`config.mk`:
```
export PLATFORM = sky130hd
export DESIGN_NAME = dcache_wb_buffer
export DESIGN_NICKNAME = d
export VERILOG_FILES = /design/src/rtl/dcache_wb_buffer_pkg.sv /design/src/rtl/dcache_wb_buffer_match.sv /design/src/rtl/dcache_wb_buffer.sv
export SDC_FILE = /design/constraint.sdc
export NUM_CORES = 1
export LEC_CHECK = 0
export BUFFER_PORTS_ARGS = -buffer_cell sky130_fd_sc_hd__buf_2
export CAP_MARGIN = 40
export CORE_AREA = 4 4 156 158
export CTS_CLUSTER_SIZE = 14
export DETAILED_ROUTE_END_ITERATION = 12
export DIE_AREA = 0 0 160 162
export PLACE_DENSITY = 0.89
export RECOVER_POWER = 50
export SETUP_SLACK_MARGIN = 0.5
export SYNTH_ARGS = -nofsm -noshare
export SYNTH_HDL_FRONTEND = slang
export SYNTH_SLANG_ARGS = --single-unit
```
`constraint.sdc`:
```
create_clock -name clk -period 24.9 [get_ports clk]
set_input_delay 1.245 -clock clk [delete_from_list [all_inputs] [get_ports clk]]
set_output_delay 1.245 -clock clk [all_outputs]
set_load 0.02 [all_outputs]
```
`src/rtl/dcache_wb_buffer_pkg.sv`:
```
// -----------------------------------------------------------------------------
// dcache_wb_buffer_pkg
//   Shared DCache write-back buffer definitions: the line-address type, the
//   buffered entry record, the drain FSM states and the fixed AXI burst fields.
// -----------------------------------------------------------------------------
package dcache_wb_buffer_pkg;

  // Line address: byte address bits [31:4]; the 16-byte offset is dropped.
  typedef logic [27:0] DCLineAddr_t;

  typedef struct packed {
    logic        valid;
    DCLineAddr_t addr;
    logic [127:0] data;
  } DCWbEntry_t;

  typedef enum logic [1:0] {IDLE, AW, W, B} DCWbState_t;

  localparam logic [7:0] DC_WB_AWLEN    = 8'd3;    // 4 beats
  localparam logic [2:0] DC_WB_AWSIZE   = 3'b010;  // 4 bytes per beat
  localparam logic [1:0] AXI_BURST_INCR = 2'b01;

endpackage

```
`src/rtl/dcache_wb_buffer_match.sv`:
```
// -----------------------------------------------------------------------------
// dc_wb_match
//   DEPTH-way line-address comparator for the write-back buffer. Flags a
//   refill address that is still held in a valid entry and, when
//   DC_WB_FORWARD_EN is defined, selects the youngest matching entry's data.
//
// Ports
//   i_valid    : per-entry valid bits
//   i_addr     : per-entry line addresses
//   i_chk_line : refill line address to check
//   o_conflict : some valid entry holds i_chk_line
//   i_head     : (DC_WB_FORWARD_EN) index of the oldest entry
//   i_data     : (DC_WB_FORWARD_EN) per-entry line data
//   o_data     : (DC_WB_FORWARD_EN) youngest matching entry's data, 0 if none
// -----------------------------------------------------------------------------
module dc_wb_match
  import dcache_wb_buffer_pkg::*;
#(
  parameter int DEPTH = 2
) (
  input  logic [DEPTH-1:0]         i_valid,
  input  DCLineAddr_t              i_addr [DEPTH],
  input  DCLineAddr_t              i_chk_line,
`ifdef DC_WB_FORWARD_EN
  input  logic [$clog2(DEPTH)-1:0] i_head,
  input  logic [127:0]             i_data [DEPTH],
  output logic [127:0]             o_data,
`endif
  output logic                     o_conflict
);

  logic [DEPTH-1:0] w_hit;

  // NOTE: combinational blocks use blocking '=' and assign every output a
  // default first, so no path leaves a value held and no latch is inferred.
  always_comb begin
    w_hit = '0;
    for (int i = 0; i < DEPTH; i++) begin
      w_hit[i] = i_valid[i] && (i_addr[i] == i_chk_line);
    end
  end

  assign o_conflict = |w_hit;

`ifdef DC_WB_FORWARD_EN
  localparam int PTR_W = $clog2(DEPTH);

  // Walk from oldest (head) to youngest; a later hit overrides an earlier one,
  // so duplicates resolve to the most recently pushed line.
  always_comb begin
    o_data = '0;
    for (int k = 0; k < DEPTH; k++) begin
      if (w_hit[i_head + PTR_W'(k)]) begin
        o_data = i_data[i_head + PTR_W'(k)];
      end
    end
  end
`endif

endmodule

```
`src/rtl/dcache_wb_buffer.sv`:
```
// -----------------------------------------------------------------------------
// dcache_wb_buffer
//   Victim buffer for dirty DCache lines. Holds up to DEPTH evicted lines in a
//   circular FIFO and drains each one as a 4-beat, 32-bit AXI INCR write burst.
//   Reports to the refill path whether a requested line is still buffered.
//   Optional feature macro: DC_WB_FORWARD_EN adds chk_data (line forwarding).
//
// Ports
//   clk, rst           : clock; synchronous active-low reset
//   in_valid/in_ready  : line push handshake; in_addr (bits [3:0] ignored),
//                        in_data (word 0 in bits [31:0])
//   chk_addr           : refill address, compared on bits [31:4]
//   chk_conflict       : a valid entry matches chk_addr
//   chk_data           : (DC_WB_FORWARD_EN) youngest matching entry's data
//   empty              : nothing buffered and no burst outstanding
//   aw*, w*, b*        : AXI write address / data / response channels
// -----------------------------------------------------------------------------
module dcache_wb_buffer
  import dcache_wb_buffer_pkg::*;
#(
  parameter int         DEPTH  = 2,
  parameter logic [3:0] AXI_ID = 4'h1
) (
  input  logic         clk,
  input  logic         rst,
  input  logic         in_valid,
  output logic         in_ready,
  input  logic [31:0]  in_addr,
  input  logic [127:0] in_data,
  input  logic [31:0]  chk_addr,
  output logic         chk_conflict,
`ifdef DC_WB_FORWARD_EN
  output logic [127:0] chk_data,
`endif
  output logic         empty,
  output logic [3:0]   awid,
  output logic [31:0]  awaddr,
  output logic [7:0]   awlen,
  output logic [2:0]   awsize,
  output logic [1:0]   awburst,
  output logic         awvalid,
  input  logic         awready,
  output logic [31:0]  wdata,
  output logic [3:0]   wstrb,
  output logic         wlast,
  output logic         wvalid,
  input  logic         wready,
  input  logic [1:0]   bresp,
  input  logic         bvalid,
  output logic         bready
);

  localparam int PTR_W = $clog2(DEPTH);
  localparam int CNT_W = PTR_W + 1;

  DCWbEntry_t         r_entries [DEPTH];
  logic [PTR_W-1:0]   r_head;
  logic [PTR_W-1:0]   r_tail;
  logic [CNT_W-1:0]   r_count;
  logic [1:0]         r_beat;
  DCWbState_t         r_state;
  DCWbState_t         w_state_next;

  DCWbEntry_t         w_head_entry;
  logic               w_push;
  logic               w_pop;
  logic               w_beat_fire;
  logic [DEPTH-1:0]   w_valid;
  DCLineAddr_t        w_addr [DEPTH];
  logic               w_unused;

  assign in_ready     = (r_count != CNT_W'(DEPTH));
  assign w_push       = in_valid && in_ready;
  assign w_pop        = (r_state == B) && bvalid;
  assign w_beat_fire  = (r_state == W) && wready;
  assign w_head_entry = r_entries[r_head];

  // Response code is not acted on; low address bits select bytes inside a line.
  assign w_unused = ^{bresp, in_addr[3:0], chk_addr[3:0], w_head_entry.valid};

  // ---------------------------------------------------------------------------
  // FIFO storage, pointers and drain state
  // ---------------------------------------------------------------------------
  // NOTE: sequential state uses non-blocking '<=' so every register samples
  // pre-edge values regardless of statement order.
  always_ff @(posedge clk) begin
    if (!rst) begin
      r_head  <= '0;
      r_tail  <= '0;
      r_count <= '0;
      r_beat  <= '0;
      r_state <= IDLE;
      // NOTE: only the valid bits are reset; address/data payload is never
      // read while invalid, so clearing the whole line array buys nothing.
      for (int i = 0; i < DEPTH; i++) begin
        r_entries[i].valid <= 1'b0;
      end
    end else begin
      r_state <= w_state_next;

      if (w_push) begin
        r_entries[r_tail] <= '{valid: 1'b1, addr: in_addr[31:4], data: in_data};
        r_tail            <= r_tail + PTR_W'(1);
      end

      // Head and tail only coincide when empty (no pop possible) or full
      // (push refused), so push and pop never touch the same entry.
      if (w_pop) begin
        r_entries[r_head].valid <= 1'b0;
        r_head                  <= r_head + PTR_W'(1);
      end

      case ({w_push, w_pop})
        2'b10:   r_count <= r_count + CNT_W'(1);
        2'b01:   r_count <= r_count - CNT_W'(1);
        default: r_count <= r_count;
      endcase

      if (w_beat_fire) begin
        r_beat <= r_beat + 2'd1;   // wraps back to 0 after beat 3
      end
    end
  end

  // ---------------------------------------------------------------------------
  // Drain FSM next state and channel handshakes
  // ---------------------------------------------------------------------------
  always_comb begin
    w_state_next = r_state;
    awvalid      = 1'b0;
    wvalid       = 1'b0;
    bready       = 1'b0;
    case (r_state)
      IDLE: begin
        // A push on this edge starts the burst one cycle after it lands.
        if ((r_count != '0) || w_push) w_state_next = AW;
      end
      AW: begin
        awvalid = 1'b1;
        if (awready) w_state_next = W;
      end
      W: begin
        wvalid = 1'b1;
        if (wready && (r_beat == 2'd3)) w_state_next = B;
      end
      B: begin
        bready = 1'b1;
        if (bvalid) w_state_next = IDLE;
      end
      default: w_state_next = IDLE;
    endcase
  end

  assign awid    = AXI_ID;
  assign awaddr  = {w_head_entry.addr, 4'b0000};
  assign awlen   = DC_WB_AWLEN;
  assign awsize  = DC_WB_AWSIZE;
  assign awburst = AXI_BURST_INCR;
  assign wdata   = w_head_entry.data[{r_beat, 5'd0} +: 32];
  assign wstrb   = 4'hF;
  assign wlast   = (r_state == W) && (r_beat == 2'd3);
  assign empty   = (r_count == '0) && (r_state == IDLE);

  // ---------------------------------------------------------------------------
  // Refill conflict check
  // ---------------------------------------------------------------------------
`ifdef DC_WB_FORWARD_EN
  logic [127:0] w_data [DEPTH];
`endif

  always_comb begin
    for (int i = 0; i < DEPTH; i++) begin
      w_valid[i] = r_entries[i].valid;
      w_addr[i]  = r_entries[i].addr;
`ifdef DC_WB_FORWARD_EN
      w_data[i]  = r_entries[i].data;
`endif
    end
  end

  dc_wb_match #(
    .DEPTH(DEPTH)
  ) u_match (
    .i_valid    (w_valid),
    .i_addr     (w_addr),
    .i_chk_line (chk_addr[31:4]),
`ifdef DC_WB_FORWARD_EN
    .i_head     (r_head),
    .i_data     (w_data),
    .o_data     (chk_data),
`endif
    .o_conflict (chk_conflict)
  );

endmodule

```
==> flow_summary.ini, run 1 <==
[grt]
gr-usage-met3_pct = 5.33
grt.busiest_layer = met2
grt_max_degree = 63
grt_util_met1_pct = 25.1
first_global_vias = 7298
grt_overflow_total = 0
globalRouteTotalUtil_pct = 19.8
grt_antenna_before_repair = 4
grt_pass1_wl_um = 40100
grt_use_met2_pct = 34.9

[logic_synthesis]
synth_top_family_by_area = multiplexers
synth-xor-area-share_pct = 4.07
synthSimpleGateAreaFrac_pct = 1.73
ys_seq_elements = 323
ys.flop_type = edfxtp_1
synth_top_cell_by_area = edfxtp_1
seq_area_frac_synth_pct = 73.1
yosysTopAreaCellShare_pct = 71.4
synth_fa_ha_area_share_pct = 0.668
synth-edff-count = 312
yosysWarnings = 0
syn_area_per_cell_um2 = 21.1
synth_compound_area_share_pct = 0.572
synthCells = 623
synthMuxAreaShare_pct = 16.9
synth_cell_types = 37
async_reset_ff_share_pct = 0
synth.top_cells.by_area = edfxtp_1 (71%), mux4_2 (7.0%), mux4_1 (4.6%)
synthesis.area_um2 = 13100

[timing]
finClkSkew_ps = 5.88
max_freq_ghz = 0.241
slew_headroom_pct = -39.8
fin_tns_setup_ps = 0
drv_slew = 36
hold_violations = 0
setup_viol = 0
fin_crit_ps = 4150
rsz0062_at_grt = false
fin_crit_sh_pct = 16.7
tightestPinTransition_ps = 2100

[critical_path]
cp.required_ps = 25060
critPathBufInv = 5
critPathSlowestCell = clkbuf_1
crit_chain = buf_2 > and2_0 > inv_1 > nor3_1 > clkbuf_1 > buf_4 > buf_16
cp_max_fo = 57
critPathArrivalTime_ps = 4310
cp_slowest_stage_delay_ps = 1520
crit_type = input pin to flop
crit_family = buffers and inverters
cp-start-kind = input pin
critPathCaptureType = flop

[placement]
place_hpwl_um = 17800
io_buffers = 256
gp_congestion = 0.778

[finish]
syn_to_final_growth_pct = 19.2
final_cell_mix = edfxtp_1 (312), buf_2 (165), clkbuf_1 (95)
multiInputGateArea_um2 = 3220
drive_gt1_share_pct = 34.3
final_common_cell = edfxtp_1
regArea_um2 = 9600
nets = 1109
num-fill-cells = 1508
final_util_pct = 67.7

[clock_tree]
cts_max_level = 2
cts_tree = yes
clock-sinks = 323
cts_resized = 0
ctsLongestPathBuffers = 3
cts_root_buf = clkbuf_16
post_cts_buffers = 0
cts_hold_buffers = 0
numCtsBuffers = 34
clk_pin_slew_worst_paths_ps = 60
worstSkewPairLatency_ps = 490

[die]
rows = 56
die_h_um = 162
coreArea_um2 = 23100
die_area_um2 = 25900
start_util_pct = 56.7
die-width_um = 160
ios = 292

[routing]
finalWirelength_um = 25900
dr.first_iter.drc_count = 354
wl_per_cell_um = 21.2
ant_nets = 0
vias_per_cell = 5.50
firstDrtPassIters = 5
drc = 0
vias = 6700

[pwr]
p_leak_nw = 5.38
power_density_nw_per_um2 = 84.0
peakVddDrop_mv = 0.0731

[min_path]
hp-class = flop to flop

[run]
maxCapViolations = 2

[outcome]
status = complete, but fails checks
violations = max-capacitance violations, max-slew violations
==> final cells by class <==
| cell class | count | area share [%] |
|---|---|---|
| Timing Repair Buffer | 267 | 8.44 |
| Antenna cell | 1 | 0.0160 |
| Inverter | 6 | 0.144 |
| Clock inverter | 19 | 0.952 |
| Tap cell | 290 | 2.32 |
| Clock buffer | 42 | 6.17 |
| Sequential cell | 323 | 61.4 |
| Multi-Input combinational cell | 270 | 20.6 |
==> state kept, by name, indices dropped and copies added, names as in the netlist, named ones only <==
name,flops
r_beat,2
r_count,2
r_entries,314
r_head,1
r_state,2
r_tail,1
==> cell families after synthesis <==
| logic type | Yosys count |
|---|---|
| DFF | 323 |
| muxes | 125 |
| xor gates and xnor gates | 61 |
| buffers and inverters | 53 |
| and+or+nand+nor | 42 |
| AOI/OAI and AO/OA | 10 |
| adders and majority gates | 7 |
| other | 2 |
==> where the power goes <==
group          internal, mW  switching [mW]  leakage (nW)
Combinational        0.0761          0.0959          1.89
Sequential            0.635          0.0171          2.95
Clock                 0.296           0.193         0.545
Total                  1.01           0.306          5.38
==> cell usage after synthesis, types with 2 or more instances <==
cell	number
and2_1	2
nor4_1	6
or4_1	2
nor2b_1	2
buf_12	4
xnor2_1	28
buf_4	26
conb_1	2
a21oi_1	3
buf_2	8
dfxtp_1	11
clkbuf_1	7
edfxtp_1	312
nand2_1	5
nand4_1	8
inv_1	6
mux2_1	11
buf_6	2
mux4_1	23
xor2_1	33
nor3_1	3
nor2_1	9
a211oi_1	2
mux4_2	41
ha_1	7
mux2_2	49
==> per-stage QoR <==
step / hold WS [ps] / cell area, µm² / instances / setup WS (ps) / total power [mW]
floorplan: 454 / 13200 / 646 / 11920 / 0.789
global placement: 487 / 14600 / 1151 / 20840 / 0.831
detailed placement: 492 / 14700 / 1156 / 21030 / 0.840
CTS: 503 / 15800 / 1217 / 20720 / 1.33
global route: 541 / 15600 / 1217 / 20460 / 1.37
finish: 512 / 15600 / 1218 / 20750 / 1.31
==> metal layers <==
layer  share of wire (%)  wire, µm
met5                0.21        54
met2                  52     13400
met1                  39     10000
met4                 1.5       382
met3                 7.7      1980
==> final timing paths <==
kind | startpoint | end | slack, ps | cells past startpoint
setup / recovery | in_valid | r_entries[0][77] | 20750 | 7
hold / removal | r_head | r_entries[1][156] | 510 | 1
setup reg to reg | r_count[0] | r_entries[0][77] | 21020 | 7
hold reg to reg | r_head | r_entries[1][156] | 510 | 1
No activity file was read; power rests on OpenSTA's default activity.
==> run 2, diff against run 1 <==
ABC_AREA = 1   (was default)
CORE_AREA = 4 4 173 175   (was 4 4 156 158)
DIE_AREA = 0 0 177 179   (was 0 0 160 162)
PLACE_DENSITY = 0.8   (was 0.89)
clock period = 3.7 ns   (was 24.9 ns; I/O delays follow)
==> run 2 against run 1 <==
Net effect: the flow still finishes with violations (max-capacitance violations, max-slew violations); highest routed layer is now met4; critical endpoint is now r_entries[1][123]; final cell count rose by 69%; clock skew up 2.1 ps; sequential share of layout area decreased by 7.4 points; utilization shrank 5.1 points.
==> flow_summary.ini, run 2 <==
[logic_synthesis]
synth-edff-count = 312
synthMuxAreaShare_pct = 0
ys.flop_type = edfxtp_1
synth_top_cell_by_area = edfxtp_1
synth_cell_types = 29
synth.top_cells.by_area = edfxtp_1 (68%), nand2_1 (7.2%), nor2_1 (5.4%)
ys_top_cells_by_count = edfxtp_1 (312), nand2_1 (263), nor2_1 (198)
synthCells = 1236
synthesis.area_um2 = 13800
syn_area_per_cell_um2 = 11.2
synth_compound_area_share_pct = 9.08
yosysTopAreaCellShare_pct = 68.0
async_reset_ff_share_pct = 0
synth_fa_ha_area_share_pct = 0.635
ys_seq_elements = 323
seq_area_frac_synth_pct = 69.6
synth_top_family_by_area = simple AND/OR/NAND/NOR gates
synth-xor-area-share_pct = 0.953
synth.most_common_cell = edfxtp_1
yosysWarnings = 0
synthSimpleGateAreaFrac_pct = 13.1

[clock_tree]
ctsLongestPathBuffers = 3
numCtsBuffers = 31
clock-sinks = 323
clk_pin_slew_worst_paths_ps = 60
worstSkewPairLatency_ps = 560
cts_root_buf = clkbuf_16
cts_hold_buffers = 159
cts_resized = 0
cts_tree = yes
post_cts_buffers = 0
cts_max_level = 1

[routing]
wl_per_cell_um = 17.7
finalWirelength_um = 36400
drc = 0
vias_per_cell = 5.18
ant_nets = 0
firstDrtPassIters = 5
vias = 10700
dr.first_iter.drc_count = 784

[grt]
grt_overflow_total = 0
globalRouteTotalUtil_pct = 22.1
grt_pass1_wl_um = 55400
grt_antenna_before_repair = 5
grt_max_degree = 144
first_global_vias = 10800

[finish]
final_common_cell = edfxtp_1
finalInstanceArea_um2 = 17800
regArea_um2 = 9600
largest_register_ffs = 314
largest_register = r_entries
syn_to_final_growth_pct = 29.1
final_util_pct = 62.5
drive_gt1_share_pct = 12.4
nets = 1849
num-fill-cells = 2134
multiInputGateArea_um2 = 3370
final_cell_mix = edfxtp_1 (312), nand2_1 (262), nor2_1 (198)

[outcome]
status = complete, but fails checks
violations = max-capacitance violations, max-slew violations

[placement]
post_dp_cell_area_um2 = 15300
gp_congestion = 0.817
place_hpwl_um = 20700
io_buffers = 256
place_ws_ps = 1640

[timing]
max_freq_ghz = 0.329
setup_viol = 0
rsz0062_at_grt = false
drv_slew = 91
setup_slack_ps = 665
finClkSkew_ps = 7.99
fin_tns_setup_ps = 0
hold_violations = 0
fin_crit_ps = 3040
slew_headroom_pct = -58.6
tightestPinTransition_ps = 2380
fin_crit_sh_pct = 82.0

[pwr]
p_leak_nw = 6.93
peakVddDrop_mv = 0.513
power_density_nw_per_um2 = 525

[critical_path]
critPathCaptureType = flop
cp_max_fo = 90
cp-start-kind = flop
critPathArrivalTime_ps = 3160
cp.required_ps = 3820
crit_type = flop to flop

[die]
coreArea_um2 = 28500
ios = 292
die_h_um = 179
die-width_um = 177
start_util_pct = 48.4
rows = 62
die_area_um2 = 31700

[min_path]
hp-class = input pin to flop

[run]
maxCapViolations = 1
run 2: worst max-delay path, cell delays in order (launching register included):
cell and delay [ps]:
dfxtp_1 350, inv_1 100, nand2_4 90, nand2_1 130
nor2_1 170, clkbuf_2 1700
run 2: logic make-up (layout without fill, tap and decap cells):
logic type	count (synthesis)	count (layout)
AOI/OAI and AO/OA	240	240
xor gates and xnor gates	15	15
adders and majority gates	7	7
buffers and inverters	176	584
DFF	323	323
other	2	30
and+or+nand+nor	473	473
run 2: final cells by class:
cell class / instances / share of cell area (%)
sequential: 323 / 53.9
antenna: 5 / 0.0703
tap: 384 / 2.70
clock inverter: 22 / 1.58
clock buffer: 36 / 4.46
inverter: 97 / 2.09
timing repair buffer: 429 / 16.2
multi-input combinational: 760 / 18.9
run 2: worst paths after layout:
kind / from / end / slack [ps] / cells after the start
worst max-delay path: r_count[0] / r_entries[1][123] / 660 / 5
worst min-delay path: in_valid / r_tail / 20 / 3
worst min register to register: r_entries[0][156] / r_entries[0][156] / 510 / 2
worst max register to register: r_count[0] / r_entries[1][123] / 660 / 5
run 2: through the flow:
step,std cells,total power [mW],hold slack [ps]
after floorplan,1259,5.39,284
after global placement,1832,5.86,373
after detailed placement,1834,5.91,376
after CTS,2051,9.36,42.5
after global routing,2056,9.72,-8.88
final,2056,9.35,16.3
run 2: per-layer routing:
metal | share of wire [%] | wire length, µm | global-route usage (%) | vias to the layer above
met4 | 3.0 | 1080 | 7.29 | 0
met3 | 8.6 | 3120 | 4.41 | 89
li1 | - | - | - | 4980
met2 | 52 | 18900 | 40.9 | 556
met1 | 37 | 13300 | 25.8 | 5030
met5 | 0 | 0 | 0 | -
run 2: power breakdown:
group | total, mW | leakage [nW] | switching, mW | internal, mW
sequential | 4.30 | 2.95 | 0.0731 | 4.22
combinational | 1.70 | 3.45 | 1.13 | 0.568
clock | 3.35 | 0.525 | 1.33 | 2.02
total | 9.35 | 6.93 | 2.54 | 6.81
